<file path="config.mk">
export PLATFORM = sky130hd
export DESIGN_NAME = ddr_wr_arb
export DESIGN_NICKNAME = d
export VERILOG_FILES = /design/src/rtl/ddr_wr_arb.sv
export SDC_FILE = /design/constraint.sdc
export NUM_CORES = 1
export LEC_CHECK = 0
export ABC_AREA = 1
export CAP_MARGIN = 5
export CORE_AREA = 8 8 340 342
export CTS_CLUSTER_DIAMETER = 60
export DETAILED_ROUTE_END_ITERATION = 16
export DIE_AREA = 0 0 348 350
export PLACE_DENSITY = 0.3
export SLEW_MARGIN = 20
export SYNTH_ARGS = -nofsm -noshare
export SYNTH_HDL_FRONTEND = slang
export SYNTH_SLANG_ARGS = --single-unit
</file>
<file path="constraint.sdc">
create_clock -name ddr_clk -period 8.4 [get_ports ddr_clk]
set_clock_uncertainty 0.15 [all_clocks]
set_input_delay 1.68 -clock ddr_clk [delete_from_list [all_inputs] [get_ports ddr_clk]]
set_output_delay 1.68 -clock ddr_clk [all_outputs]
set_load 0.02 [all_outputs]
</file>
<file path="src/rtl/ddr_wr_arb.sv">
// -----------------------------------------------------------------------------
// ddr_wr_arb
//
// Merges CH_NUM line-write request ports from the video write buffers onto the
// single DDR controller write port. One burst is granted at a time, in
// round-robin order. The data strobe, ready and completion signals are steered
// back to the granted channel. Write data is steered from the granted channel
// to the controller. Everything runs in the ddr_clk domain.
//
// Optional feature (compile-time macro):
//   DDR_WR_ARB_TIMEOUT_EN - enables a watchdog. The watchdog counts REQ/DATA
//                           cycles that have no ddr_wdata_req. After
//                           TIMEOUT_CYCLES such cycles it aborts the burst:
//                           it sets tmo_err, pulses ch_wdone to the granted
//                           channel and returns to IDLE. Without the macro,
//                           tmo_err is tied to 0.
//
// Ports:
//   ddr_clk, ddr_rst     clock; synchronous active-high reset
//   ch_en                per-channel enable (disabled channels are never granted)
//   ch_wreq              per-channel burst request
//   ch_waddr, ch_wr_len  flattened per-channel start address / burst length
//   ch_wdata             flattened per-channel write data
//   ch_wrdy              ddr_wrdy routed to the granted channel
//   ch_wdata_req         ddr_wdata_req routed to the granted channel
//   ch_wdone             registered one-cycle completion pulse to the granted channel
//   ddr_wreq, ddr_waddr, ddr_wr_len   request to the DDR controller
//   ddr_wrdy, ddr_wdata_req, ddr_wdone controller handshake
//   ddr_wdata            write data selected from the granted channel
//   grant_id             current or last granted channel
//   busy                 high while in REQ or DATA
//   len_err              sticky: more beats than the latched length
//   tmo_err              sticky watchdog flag
// -----------------------------------------------------------------------------
module ddr_wr_arb #(
    parameter int CH_NUM         = 4,
    parameter int ADDR_WIDTH     = 27,
    parameter int LEN_WIDTH      = 16,
    parameter int DQ_WIDTH       = 16,
    parameter int TIMEOUT_CYCLES = 4096
) (
    input  logic                         ddr_clk,
    input  logic                         ddr_rst,
    input  logic [CH_NUM-1:0]            ch_en,
    input  logic [CH_NUM-1:0]            ch_wreq,
    input  logic [CH_NUM*ADDR_WIDTH-1:0] ch_waddr,
    input  logic [CH_NUM*LEN_WIDTH-1:0]  ch_wr_len,
    input  logic [CH_NUM*8*DQ_WIDTH-1:0] ch_wdata,
    output logic [CH_NUM-1:0]            ch_wrdy,
    output logic [CH_NUM-1:0]            ch_wdata_req,
    output logic [CH_NUM-1:0]            ch_wdone,
    output logic                         ddr_wreq,
    output logic [ADDR_WIDTH-1:0]        ddr_waddr,
    output logic [LEN_WIDTH-1:0]         ddr_wr_len,
    input  logic                         ddr_wrdy,
    input  logic                         ddr_wdata_req,
    input  logic                         ddr_wdone,
    output logic [8*DQ_WIDTH-1:0]        ddr_wdata,
    output logic [2:0]                   grant_id,
    output logic                         busy,
    output logic                         len_err,
    output logic                         tmo_err
);

    localparam int DW = 8 * DQ_WIDTH;

    // Reject unsupported configurations at elaboration time.
    if (CH_NUM < 2 || CH_NUM > 8 || TIMEOUT_CYCLES < 1) begin : g_bad_cfg
        $error("ddr_wr_arb: CH_NUM must be 2..8 and TIMEOUT_CYCLES >= 1");
    end

    typedef enum logic [1:0] {
        IDLE = 2'd0,
        REQ  = 2'd1,
        DATA = 2'd2
    } state_t;

    state_t                  state_reg;
    logic [2:0]              grant_id_reg;
    logic [2:0]              rr_ptr_reg;
    logic                    ddr_wreq_reg;
    logic [ADDR_WIDTH-1:0]   ddr_waddr_reg;
    logic [LEN_WIDTH-1:0]    ddr_wr_len_reg;
    // One extra bit so an overrun by a full length still compares correctly.
    logic [LEN_WIDTH:0]      beat_cnt_reg;
    logic                    len_err_reg;
    logic [7:0]              ch_wdone_reg;
    // Cleared by reset so ddr_wdata reads 0 until the first grant.
    logic                    have_grant_reg;

    // Per-channel views padded to 8 entries, so that the 3-bit grant index
    // always selects a legal element.
    logic [DW-1:0]           wdata_arr [8];
    logic [ADDR_WIDTH-1:0]   waddr_arr [8];
    logic [LEN_WIDTH-1:0]    len_arr   [8];
    logic [7:0]              cand;

    logic                    route_en;
    logic                    pick_found;
    logic [2:0]              pick_idx;
    logic [3:0]              scan_idx;
    logic [2:0]              rr_ptr_next;
    logic [LEN_WIDTH:0]      beat_inc;
    logic                    beat_over;

    // ------------------------------------------------------------------
    // Unpack the flattened channel buses.
    // ------------------------------------------------------------------
    for (genvar gi = 0; gi < 8; gi++) begin : g_unpack
        if (gi < CH_NUM) begin : g_ch
            assign wdata_arr[gi] = ch_wdata[gi*DW +: DW];
            assign waddr_arr[gi] = ch_waddr[gi*ADDR_WIDTH +: ADDR_WIDTH];
            assign len_arr[gi]   = ch_wr_len[gi*LEN_WIDTH +: LEN_WIDTH];
            assign cand[gi]      = ch_wreq[gi] & ch_en[gi];
        end else begin : g_pad
            assign wdata_arr[gi] = '0;
            assign waddr_arr[gi] = '0;
            assign len_arr[gi]   = '0;
            assign cand[gi]      = 1'b0;
        end
    end

    // ------------------------------------------------------------------
    // Round-robin pick. The scan runs from the farthest offset down to
    // offset 0, so the candidate nearest to rr_ptr overwrites the others
    // and wins.
    // ------------------------------------------------------------------
    always_comb begin
        pick_found = 1'b0;
        pick_idx   = '0;
        scan_idx   = '0;
        for (int i = CH_NUM - 1; i >= 0; i--) begin
            scan_idx = {1'b0, rr_ptr_reg} + 4'(i);
            if (scan_idx >= 4'(CH_NUM)) begin
                scan_idx = scan_idx - 4'(CH_NUM);
            end
            if (cand[scan_idx[2:0]]) begin
                pick_found = 1'b1;
                pick_idx   = scan_idx[2:0];
            end
        end
    end

    assign rr_ptr_next = (pick_idx == 3'(CH_NUM - 1)) ? 3'd0 : pick_idx + 3'd1;

    // The beat count saturates, so that a runaway controller cannot wrap it
    // back below the latched length.
    assign beat_inc  = (&beat_cnt_reg) ? beat_cnt_reg : beat_cnt_reg + 1'b1;
    assign beat_over = beat_inc > {1'b0, ddr_wr_len_reg};

    // ------------------------------------------------------------------
    // Control FSM
    // ------------------------------------------------------------------
`ifdef DDR_WR_ARB_TIMEOUT_EN
    localparam int WDOG_W = $clog2(TIMEOUT_CYCLES + 1);
    logic [WDOG_W-1:0] wdog_reg;
    logic              tmo_err_reg;
`endif

    always_ff @(posedge ddr_clk) begin
        if (ddr_rst) begin
            state_reg      <= IDLE;
            grant_id_reg   <= '0;
            rr_ptr_reg     <= '0;
            ddr_wreq_reg   <= 1'b0;
            ddr_waddr_reg  <= '0;
            ddr_wr_len_reg <= '0;
            beat_cnt_reg   <= '0;
            len_err_reg    <= 1'b0;
            ch_wdone_reg   <= '0;
            have_grant_reg <= 1'b0;
`ifdef DDR_WR_ARB_TIMEOUT_EN
            wdog_reg       <= '0;
            tmo_err_reg    <= 1'b0;
`endif
        end else begin
            ch_wdone_reg <= '0;

            case (state_reg)
                IDLE: begin
                    if (pick_found) begin
                        grant_id_reg   <= pick_idx;
                        ddr_waddr_reg  <= waddr_arr[pick_idx];
                        ddr_wr_len_reg <= len_arr[pick_idx];
                        beat_cnt_reg   <= '0;
                        ddr_wreq_reg   <= 1'b1;
                        rr_ptr_reg     <= rr_ptr_next;
                        have_grant_reg <= 1'b1;
                        state_reg      <= REQ;
                    end
                end

                // The first data strobe also acknowledges the request. Any
                // ddr_wdone seen before it is ignored.
                REQ: begin
                    if (ddr_wdata_req) begin
                        ddr_wreq_reg <= 1'b0;
                        beat_cnt_reg <= beat_inc;
                        if (beat_over) begin
                            len_err_reg <= 1'b1;
                        end
                        state_reg <= DATA;
                    end
                end

                // A beat and ddr_wdone can arrive in the same cycle. The beat
                // is counted and the burst still completes.
                DATA: begin
                    if (ddr_wdata_req) begin
                        beat_cnt_reg <= beat_inc;
                        if (beat_over) begin
                            len_err_reg <= 1'b1;
                        end
                    end
                    if (ddr_wdone) begin
                        ch_wdone_reg <= 8'b1 << grant_id_reg;
                        state_reg    <= IDLE;
                    end
                end

                default: begin
                    state_reg <= IDLE;
                end
            endcase

`ifdef DDR_WR_ARB_TIMEOUT_EN
            // The watchdog overrides the FSM. It releases the stalled channel
            // with a completion pulse, so that its buffer is not blocked forever.
            if (state_reg == IDLE || ddr_wdata_req) begin
                wdog_reg <= '0;
            end else if (wdog_reg == WDOG_W'(TIMEOUT_CYCLES - 1)) begin
                wdog_reg     <= '0;
                tmo_err_reg  <= 1'b1;
                ddr_wreq_reg <= 1'b0;
                ch_wdone_reg <= 8'b1 << grant_id_reg;
                state_reg    <= IDLE;
            end else begin
                wdog_reg <= wdog_reg + 1'b1;
            end
`endif
        end
    end

    // ------------------------------------------------------------------
    // Output routing. This logic is combinational from the state register,
    // so strobes reach the channel with zero latency.
    // ------------------------------------------------------------------
    assign route_en = (state_reg != IDLE);

    for (genvar gi = 0; gi < CH_NUM; gi++) begin : g_route
        assign ch_wdata_req[gi] = route_en && (grant_id_reg == 3'(gi)) && ddr_wdata_req;
        assign ch_wrdy[gi]      = route_en && (grant_id_reg == 3'(gi)) && ddr_wrdy;
    end

    assign ch_wdone   = ch_wdone_reg[CH_NUM-1:0];
    // After the burst, the data path stays on the last granted channel.
    assign ddr_wdata  = have_grant_reg ? wdata_arr[grant_id_reg] : '0;
    assign ddr_wreq   = ddr_wreq_reg;
    assign ddr_waddr  = ddr_waddr_reg;
    assign ddr_wr_len = ddr_wr_len_reg;
    assign grant_id   = grant_id_reg;
    assign busy       = route_en;
    assign len_err    = len_err_reg;

`ifdef DDR_WR_ARB_TIMEOUT_EN
    assign tmo_err = tmo_err_reg;
`else
    assign tmo_err = 1'b0;
`endif

endmodule

</file>
==> flow_summary.json <==
{
  "status": "complete, no violations",
  "avgRoutedWirePerCell_um": 29.8,
  "crit_type": "flip-flop to output port",
  "syn2layout_area_growth_pct": 123,
  "path_cells": "nand2_1 > inv_4 > buf_12 > a22oi_1 > a21oi_1 > clkdlybuf4s50_1",
  "slowest_stage": "clkdlybuf4s50_1",
  "ys_seq_area_frac": 0.172,
  "vias_per_cell": 3.84,
  "synthDistinctLibCells": 36,
  "cts_buffers": 9,
  "synthCells": 1484,
  "rr_worst_depth": 15,
  "p_per_area_nw_per_um2": 293,
  "die_x_um": 348,
  "clock.fmax_mhz": 164,
  "synth_warnings": 0,
  "tightest_slew_ps": 985,
  "netlist_area_sq_um": 8740,
  "multi_input_area_sq_um": 6110,
  "antenna_found_initial": 32,
  "drive_gt1_frac": 0.0293,
  "hpwl_um": 97800,
  "drt-initial-drc-count": 1264,
  "routabilityCongestion": 0.916,
  "cts_tree": "built",
  "reg2reg_to": "ddr_wr_len[15]$_SDFFE_PP0P_",
  "start_kind": "flip-flop",
  "worst_slack_ps": 2320,
  "dieArea_sq_um": 122000,
  "max_slew_margin": 0.344,
  "hold_path_end": "beat_cnt_reg[16]$_SDFFE_PP0P_",
  "fin_nets": 3000,
  "clock_latency_ps": 390,
  "clockBufferDepth": 2,
  "synth.area.top_cells": "a22oi_1 22%, dfxtp_1 17%, nand2_1 17%",
  "ff_latch_area_sq_um": 1500,
  "avgSynthCellArea_sq_um": 5.89,
  "dr.pass1.iters": 6,
  "grt_pass1_wl_um": 144000,
  "wl_met1_um": 47300,
  "worst-path-max-fanout": 74,
  "crit_path_max_incr_delay_ps": 1010,
  "setup_violations": 0,
  "path_buf_inv": 3,
  "postCtsSetupBuffers": 0,
  "route.top_layer_used": "met5",
  "pre_cts_ws_ps": 2520,
  "port_buffers": 885,
  "postSynthRegisterBits": 75,
  "cap_violations": 0,
  "final_antenna_net_count": 0,
  "h-tree-depth": 3,
  "period_minus_slack_ps": 6080,
  "path_delay_family": "buffers and inverters",
  "numClockSinks": 75,
  "r2r_slack_ps": 4140,
  "final_common_cell": "clkdlybuf4s50_1",
  "cp.required_ps": 6570,
  "period_share": 0.724,
  "setup_tns_ps": 0,
  "grt_start_max_net_pins": 122,
  "die_y_um": 350,
  "min_from": "beat_cnt_reg[16]$_SDFFE_PP0P_",
  "synth_area_leader_cell": "a22oi_1",
  "synth_top_area_frac": 0.220,
  "path_depth": 6,
  "r2r_start": "rr_ptr_reg[0]$_SDFFE_PP0P_",
  "hold_class": "flip-flop to flip-flop",
  "grt_overflow": 0,
  "hold_path_depth": 2,
  "final_max_slew_viol_count": 0,
  "ir_drop_uv": 162,
  "grt_setup_unrepaired": "no",
  "leakagePower_uw": 0.00743,
  "num_vias": 14500,
  "final_cell_mix": "884 x clkdlybuf4s50_1, 385 x nand2_1, 256 x a22oi_1, 174 x a21oi_1, 153 x inv_1",
  "hold_buffers": 0,
  "start_util": 0.0794,
  "syn_nets": 2205,
  "wl_met2_um": 53200,
  "largest_register_ffs": 27,
  "cts_root_buf": "clkbuf_16",
  "io_pins": 887,
  "coreArea_sq_um": 110000,
  "rows": 122,
  "cp.arrival_ps": 4250,
  "fillCellCount": 12600,
  "post_cts_resized": 0,
  "grt_pass1_vias": 15000,
  "drc": 0,
  "hold_viol": 0,
  "end_kind": "output port",
  "clkTransAtPathRegs_ps": 70,
  "grt_util_all_layers": 0.173,
  "wirelength_um": 113000,
  "routed-wl-met3_um": 10200
}
## tightest hold or removal path: stages (launching register included)
cell and delay [ps]:
dfxtp_1 310, nand2_1 60, a21oi_1 50
## stage by stage
stage | hold WS, ps | instance area (sq um) | std cells | utilization | power, uW
after global routing | 358 | 19400 | 3776 | 0.177 | 6140
after floorplan | 289 | 8740 | 1484 | - | 2880
after global placement | 303 | 19100 | 3756 | 0.174 | 5360
after CTS | 317 | 19400 | 3772 | 0.177 | 5840
after detailed placement | 306 | 19100 | 3756 | 0.174 | 5360
final | 313 | 19500 | 3787 | 0.177 | 5700
## synth_stat cells, drive strengths merged
library cell and count:
nand2 394, a22oi 256, a21oi 177, inv 159, nand3 150, clkbuf 77, dfxtp 75, nor2 68
buf 43, ha 24, nand4 15, nor3 11, o21ai 11, xor2 9, nor4 3, xnor2 3
a211oi 2, o211ai 2, conb 1, nand3b 1, nor3b 1, o311ai 1, or2 1
## kinds of logic after synthesis
| family | count (synthesis) | synth area share |
|---|---|---|
| AOI/OAI and AO/OA | 449 | 0.333 |
| adders and majority gates | 24 | 0.0343 |
| DFF | 75 | 0.172 |
| xor gates and xnor gates | 12 | 0.0120 |
| and+or+nand+nor | 644 | 0.314 |
| buffers and inverters | 279 | 0.134 |
| other | 1 | 0.000429 |
## area by class of cell
class | instances | share of cell area
Antenna cell | 15 | 0.00193
Clock buffer | 9 | 0.0116
Clock inverter | 7 | 0.00431
Inverter | 159 | 0.0310
Multi-Input combinational cell | 1130 | 0.314
Sequential cell | 75 | 0.0771
Tap cell | 1488 | 0.0956
Timing Repair Buffer | 904 | 0.465
## where the power goes
part           total (uW)  internal [uW]  switching, uW
clock                 444            236            208
combinational        4730           1550           3180
sequential            527            450           77.0
total                5700           2230           3470
## worst max-delay path by stage
stage | start | end | slack, ps
3_5_place_dp | grant_id[0]$_SDFFE_PP0P_ | ddr_wdata[108] | 2520
5_1_grt | grant_id[0]$_SDFFE_PP0P_ | ddr_wdata[108] | 1970
4_1_cts | grant_id[0]$_SDFFE_PP0P_ | ddr_wdata[108] | 2060
2_1_floorplan | ch_wdata[10] | ddr_wdata[10] | 4430
6_report | grant_id[0]$_SDFFE_PP0P_ | ddr_wdata[109] | 2320
3_3_place_gp | grant_id[0]$_SDFFE_PP0P_ | ddr_wdata[76] | 2380
## per-layer routing
layer,global-route usage,vias to the layer above
met5,0,-
met3,0.0593,53
li1,-,6735
met2,0.288,685
met1,0.217,7064
met4,0.0356,12
(Power assumes the default switching activity.)
==> patch 1: new RTL, config.mk and constraints unchanged <==
Add a define of `DDR_WR_ARB_TIMEOUT_EN`.
--- a/src/rtl/ddr_wr_arb.sv
+++ b/src/rtl/ddr_wr_arb.sv
@@ -32,6 +32,8 @@
 //   len_err              sticky: more beats than the latched length
 //   tmo_err              sticky watchdog flag
 // -----------------------------------------------------------------------------
+`define DDR_WR_ARB_TIMEOUT_EN
+
 module ddr_wr_arb #(
     parameter int CH_NUM         = 4,
     parameter int ADDR_WIDTH     = 27,
Function: not settled (the Yosys comparison gave no result); the edit may change what the design does.
==> patch 1 against the original RTL <==
  * Die area did not move
  * First-iteration DRC count shrank 27%
  * Synthesized area fell by 0.62%
  * Combinational power decreased by 9.9%
  * Synthesized cell count shrank 4.6%
  * Power fell by 6.2%
  * Sequential cell count up 14
  * Sequential share of layout area is 1.4 points higher
  * Setup slack improved by 0.34 ns
  * Count of clock-buffer cells in the layout is 1 higher
  * Wire length fell by 8.0%
  * Final area rose by 0.28%
  * Critical path type unchanged
  * Largest power group unchanged
==> patch 1: results (changes against the original RTL) <==
Run status
  – Status: finished clean

Detailed routing
  – DRT met1 WL: 44200 µm (-6.5%)
  – Drt total wl: 104000 µm (-8.0%)
  – Routed vias: 14.1k (-3.4%)
  – Met2 wire len: 47900 µm (-10%)
  – Initial DRC Count: 922 (-27%)
  – DR WL met3: 10400 µm (+1.7%)

Final layout
  – Multi-input gate share of total cell area: 0.310 (-0.00370)
  – Share of cells above drive strength 1: 0.0252 (-0.00417)
  – ANT cells: 20 (+5)
  – Layout fillers: 12.5k (-0.23%)
  – Total Nets Final: 2942 (-1.9%)
  – Nonclk inv count: 104 (-35%)
  – Final std cells w/o fill: 3733 (-1.4%)
  – Clock buffers: 10 (+1)
  – Layout Area Growth over Synthesis: 125%

STA
  – Final setup margin: 2.66 ns (+0.341 ns)
  – Worst Hold Slack: 0.306 ns (-0.00686 ns)

Setup path
  – Flop2flop setup slack: 4.46 ns (+0.32 ns)
  – R2R depth: 13 (-2)
  – FF-to-FF End: rr_ptr_reg[1]
  – Critical path origin: grant_id[1]

Synth
  – Post-Syn Instances: 1416 (-4.6%)
  – Synth area leaders: a22oi_1, dfxtp_1, a21oi_1
  – Synth Area in Compound Gates: 0.373 (+0.0402)
  – Commonest cells post-synth: nand2_1, a22oi_1, a21oi_1
  – Mapped Nets: 2138 (-3.0%)

Global route
  – Grt met3 use: 0.0683 (+0.00907)
  – GRT Overall Usage: 0.159 (-0.0144)
  – Met1 Use GR: 0.196 (-0.0213)

Place
  – Number of port buffers: 886 (+0.11%)
  – DPL Wire Length: 89200 µm (-8.8%)
  – Final GP Congestion: 0.875 (-4.4%)

Pwr
  – Leakage power: 6.91 nW (-7.0%)
  – Peak supply drop: 0.183 mV (+13%)
patch 1: changes by cell type in the layout (fill, tap and decap cells not counted), sizes merged, moves of 5 or more:
cell	unedited run	this run
inv	162	107
nand2	394	290
nand4	15	10
diode	15	20
a21oi	177	218
o21ai	11	34
dfxtp	75	89
nor2	68	149
nand3	150	91
patch 1: worst min-delay path by stage:
stage | start | end | cells past startpoint
final | wdog_reg[0] | wdog_reg[0] | 1
after global routing | wdog_reg[0] | wdog_reg[0] | 1
after CTS | wdog_reg[0] | wdog_reg[0] | 1
after detailed placement | wdog_reg[0] | wdog_reg[0] | 1
after global placement | wdog_reg[0] | wdog_reg[0] | 1
after floorplan | wdog_reg[0] | wdog_reg[0] | 1
patch 1: power by group through the flow:
stage                     registers [mW]  clock network (mW)  logic (mW)
after floorplan                    0.687                   0        2.10
after global placement             0.605                   0        4.37
after detailed placement           0.608                   0        4.37
after CTS                          0.598               0.521        4.40
after global routing               0.609               0.531        4.65
final                              0.596               0.488        4.26
==> patch 2: new RTL, same flow settings <==
Without the edit above. Make the reset (`ddr_rst`) asynchronous in one clocked block. Comments in the files are not updated.
--- a/src/rtl/ddr_wr_arb.sv
+++ b/src/rtl/ddr_wr_arb.sv
@@ -157,7 +157,7 @@
     logic              tmo_err_reg;
 `endif
 
-    always_ff @(posedge ddr_clk) begin
+    always_ff @(posedge ddr_clk or posedge ddr_rst) begin
         if (ddr_rst) begin
             state_reg      <= IDLE;
             grant_id_reg   <= '0;
Formal check against the unedited RTL: differs if ddr_rst is asserted again (counterexample within 4 cycles, from zero or initial values and one cycle with ddr_rst high); with ddr_rst held inactive, the same outputs for 4 cycles.
==> patch 2 against the original RTL <==
  * Non-clock buffer count grew 6
  * Synthesized area grew 6.2%
  * Final area grew 3.1%
  * Setup slack gained 0.18 ns
  * First-iteration DRC count shrank 15%
  * Sequential cell count is the same
  * Wire length shrank 11%
  * Worst hold slack gained 0.016 ns
  * Via count grew 1.3%
  * Power grew 26%
==> patch 2: results (changes against the original RTL) <==
Clock network
  – # resized after CTS: 0 (unchanged)
  – H-tree Lvls: 3 (unchanged)
  – CTS Buf Count: 9 (unchanged)
  – Total setup buffers inserted after CTS: 0 (unchanged)
  – Worst-Skew Late Latency: 0.37 ns (-0.02 ns)
  – CTS clk-pin slew, worst paths: 0.07 ns (about the same)
  – Root buf cell: clkbuf_16
  – Clock buffer depth: 2 (unchanged)

Synth
  – Main flop type after synthesis: dfrtp_1
  – Mapped Nets: 2262 (+2.6%)
  – Commonest cells post-synth: nand2_1, nand3_1, inv_1
  – Synth Area in Compound Gates: 0.206 (-0.127)
  – Mux cell area share after synthesis: 0.00108 (+0.00108)
  – XOR/XNOR Fraction of Synth Area: 0.0132 (+0.00119)
  – Adder-cell share of the synthesized area: 0.0310 (-0.00335)
  – Post-synthesis sequential area ratio: 0.202 (+0.0304)
  – Ys Warns: 0 (unchanged)
  – Async set-or-reset flop fraction in the synthesized netlist: 1.00 (+1.00)
  – Synth area leaders: dfrtp_1, nand2_1, nand3_1
  – Library cells used by synthesis: 41 (+14%)

Setup path
  – Slowest cell on the critical path: a31oi_1
  – Crit-path max FO: 1 (-99%)
  – Worst path arrival time: 4.08 ns (-0.17 ns)
  – CP max stage delay: 1.01 ns (about the same)
  – Crit start category: primary input

Detailed routing
  – Wire length per cell: 26.1 µm (-13%)
  – Detail-routed via count per cell: 3.83 (-0.44%)
  – DRC: 0 (unchanged)
  – Initial DRC Count: 1079 (-15%)
  – TritonRoute pass-1 iters: 6 (unchanged)

Global route
  – GRT Overall Usage: 0.153 (-0.0201)
  – Grt total ovfl: 0 (unchanged)
  – Largest net degree at the start of global routing: 72 (-41%)
  – First-pass GRT wire length: 131000 µm (-8.9%)
  – Number of global-route vias before repair: 14.9k (-0.53%)
  – Initial antenna violation count: 34 (+6.3%)

Run status
  – Status: finished clean

Final layout
  – Max reg flops: 27 (unchanged)
  – Share of cells above drive strength 1: 0.0376 (+0.00824)
  – Total Nets Final: 3057 (+1.9%)

Place
  – Number of port buffers: 885 (unchanged)
  – Final GP Congestion: 0.916 (about the same)
  – DPL Wire Length: 84200 µm (-14%)
  – DP Area: 19700 µm² (+2.9%)

Pwr
  – Peak supply drop: 0.189 mV (+17%)
  – Leakage power: 7.96 nW (+7.1%)

STA
  – Tightest Pin Transition: 1.25 ns (+0.267 ns)

Min path
  – Hold WC Path Type: reg -> reg
[patch 2: cell count changes after synthesis, sizes merged, moves of 50 or more]
cell,before,now
a31oi,0,128
nand3,150,307
a22oi,256,128
a21oi,177,9
dfrtp,0,75
or2,1,51
dfxtp,75,0
[patch 2: worst max-delay path: cells and delay by family]
kind / cells / cell delay, ns
buffers and inverters: 2 / 1.31
and+or+nand+nor: 1 / 0.07
AOI/OAI and AO/OA: 1 / 1.01
[patch 2: worst paths after layout]
path                              endpoint     startpoint  slack (ns)  depth (start not counted)
max                          ddr_wdata[87]  ch_wdata[343]        2.49                          4
min in group asynchronous  ch_wdone_reg[2]        ddr_rst        1.59                          2
min                           ddr_waddr[1]   ddr_waddr[1]        0.33                          2
max reg2reg                   ddr_waddr[2]  rr_ptr_reg[0]        4.15                         14
max in group asynchronous     ddr_waddr[7]        ddr_rst        5.35                          3
min reg2reg                   ddr_waddr[1]   ddr_waddr[1]        0.33                          2
[patch 2: layout make-up]
type / instances / area, µm²
timing repair buffer: 910 / 9080
tap: 1488 / 1860
multi-input combinational: 1165 / 6180
antenna: 22 / 55.1
sequential: 75 / 1880
clock buffer: 9 / 225
fill: 12600 / 90000
inverter: 176 / 664
clock inverter: 7 / 116
[patch 2: cells by family (layout without fill, tap and decap cells)]
group           Yosys count  count (layout)
buf+inv                 302            1102
mux                       1               1
xor+xnor                 14              14
other cells               1              23
flops                    75              75
compound gates          282             282
fa+ha+maj                23              23
simple gates            844             844
[patch 2: per-stage QoR]
| stage | util | hold slack, ns | std cells | total power, mW | setup slack (ns) |
|---|---|---|---|---|---|
| after floorplan | - | 0.290 | 1542 | 3.85 | 4.41 |
| after global placement | 0.179 | 0.315 | 3814 | 6.77 | 2.60 |
| after detailed placement | 0.179 | 0.317 | 3814 | 6.75 | 2.61 |
| after CTS | 0.182 | 0.334 | 3830 | 7.27 | 2.58 |
| after global routing | 0.182 | 0.357 | 3846 | 7.72 | 2.48 |
| final | 0.182 | 0.330 | 3852 | 7.19 | 2.49 |
[patch 2: power by group]
part,internal (mW),switching (mW),total [mW]
sequential,0.512,0.159,0.670
combinational,2.18,3.86,6.03
clock,0.290,0.192,0.483
total,2.98,4.21,7.19
[patch 2: layer usage]
layer | routed length (µm) | vias to the layer above | track usage
met2 | 47400 | 720 | 0.248
met5 | 74 | - | 0
met1 | 42700 | 7050 | 0.193
met3 | 8580 | 81 | 0.0571
met4 | 1710 | 12 | 0.0362
li1 | - | 6871 | -
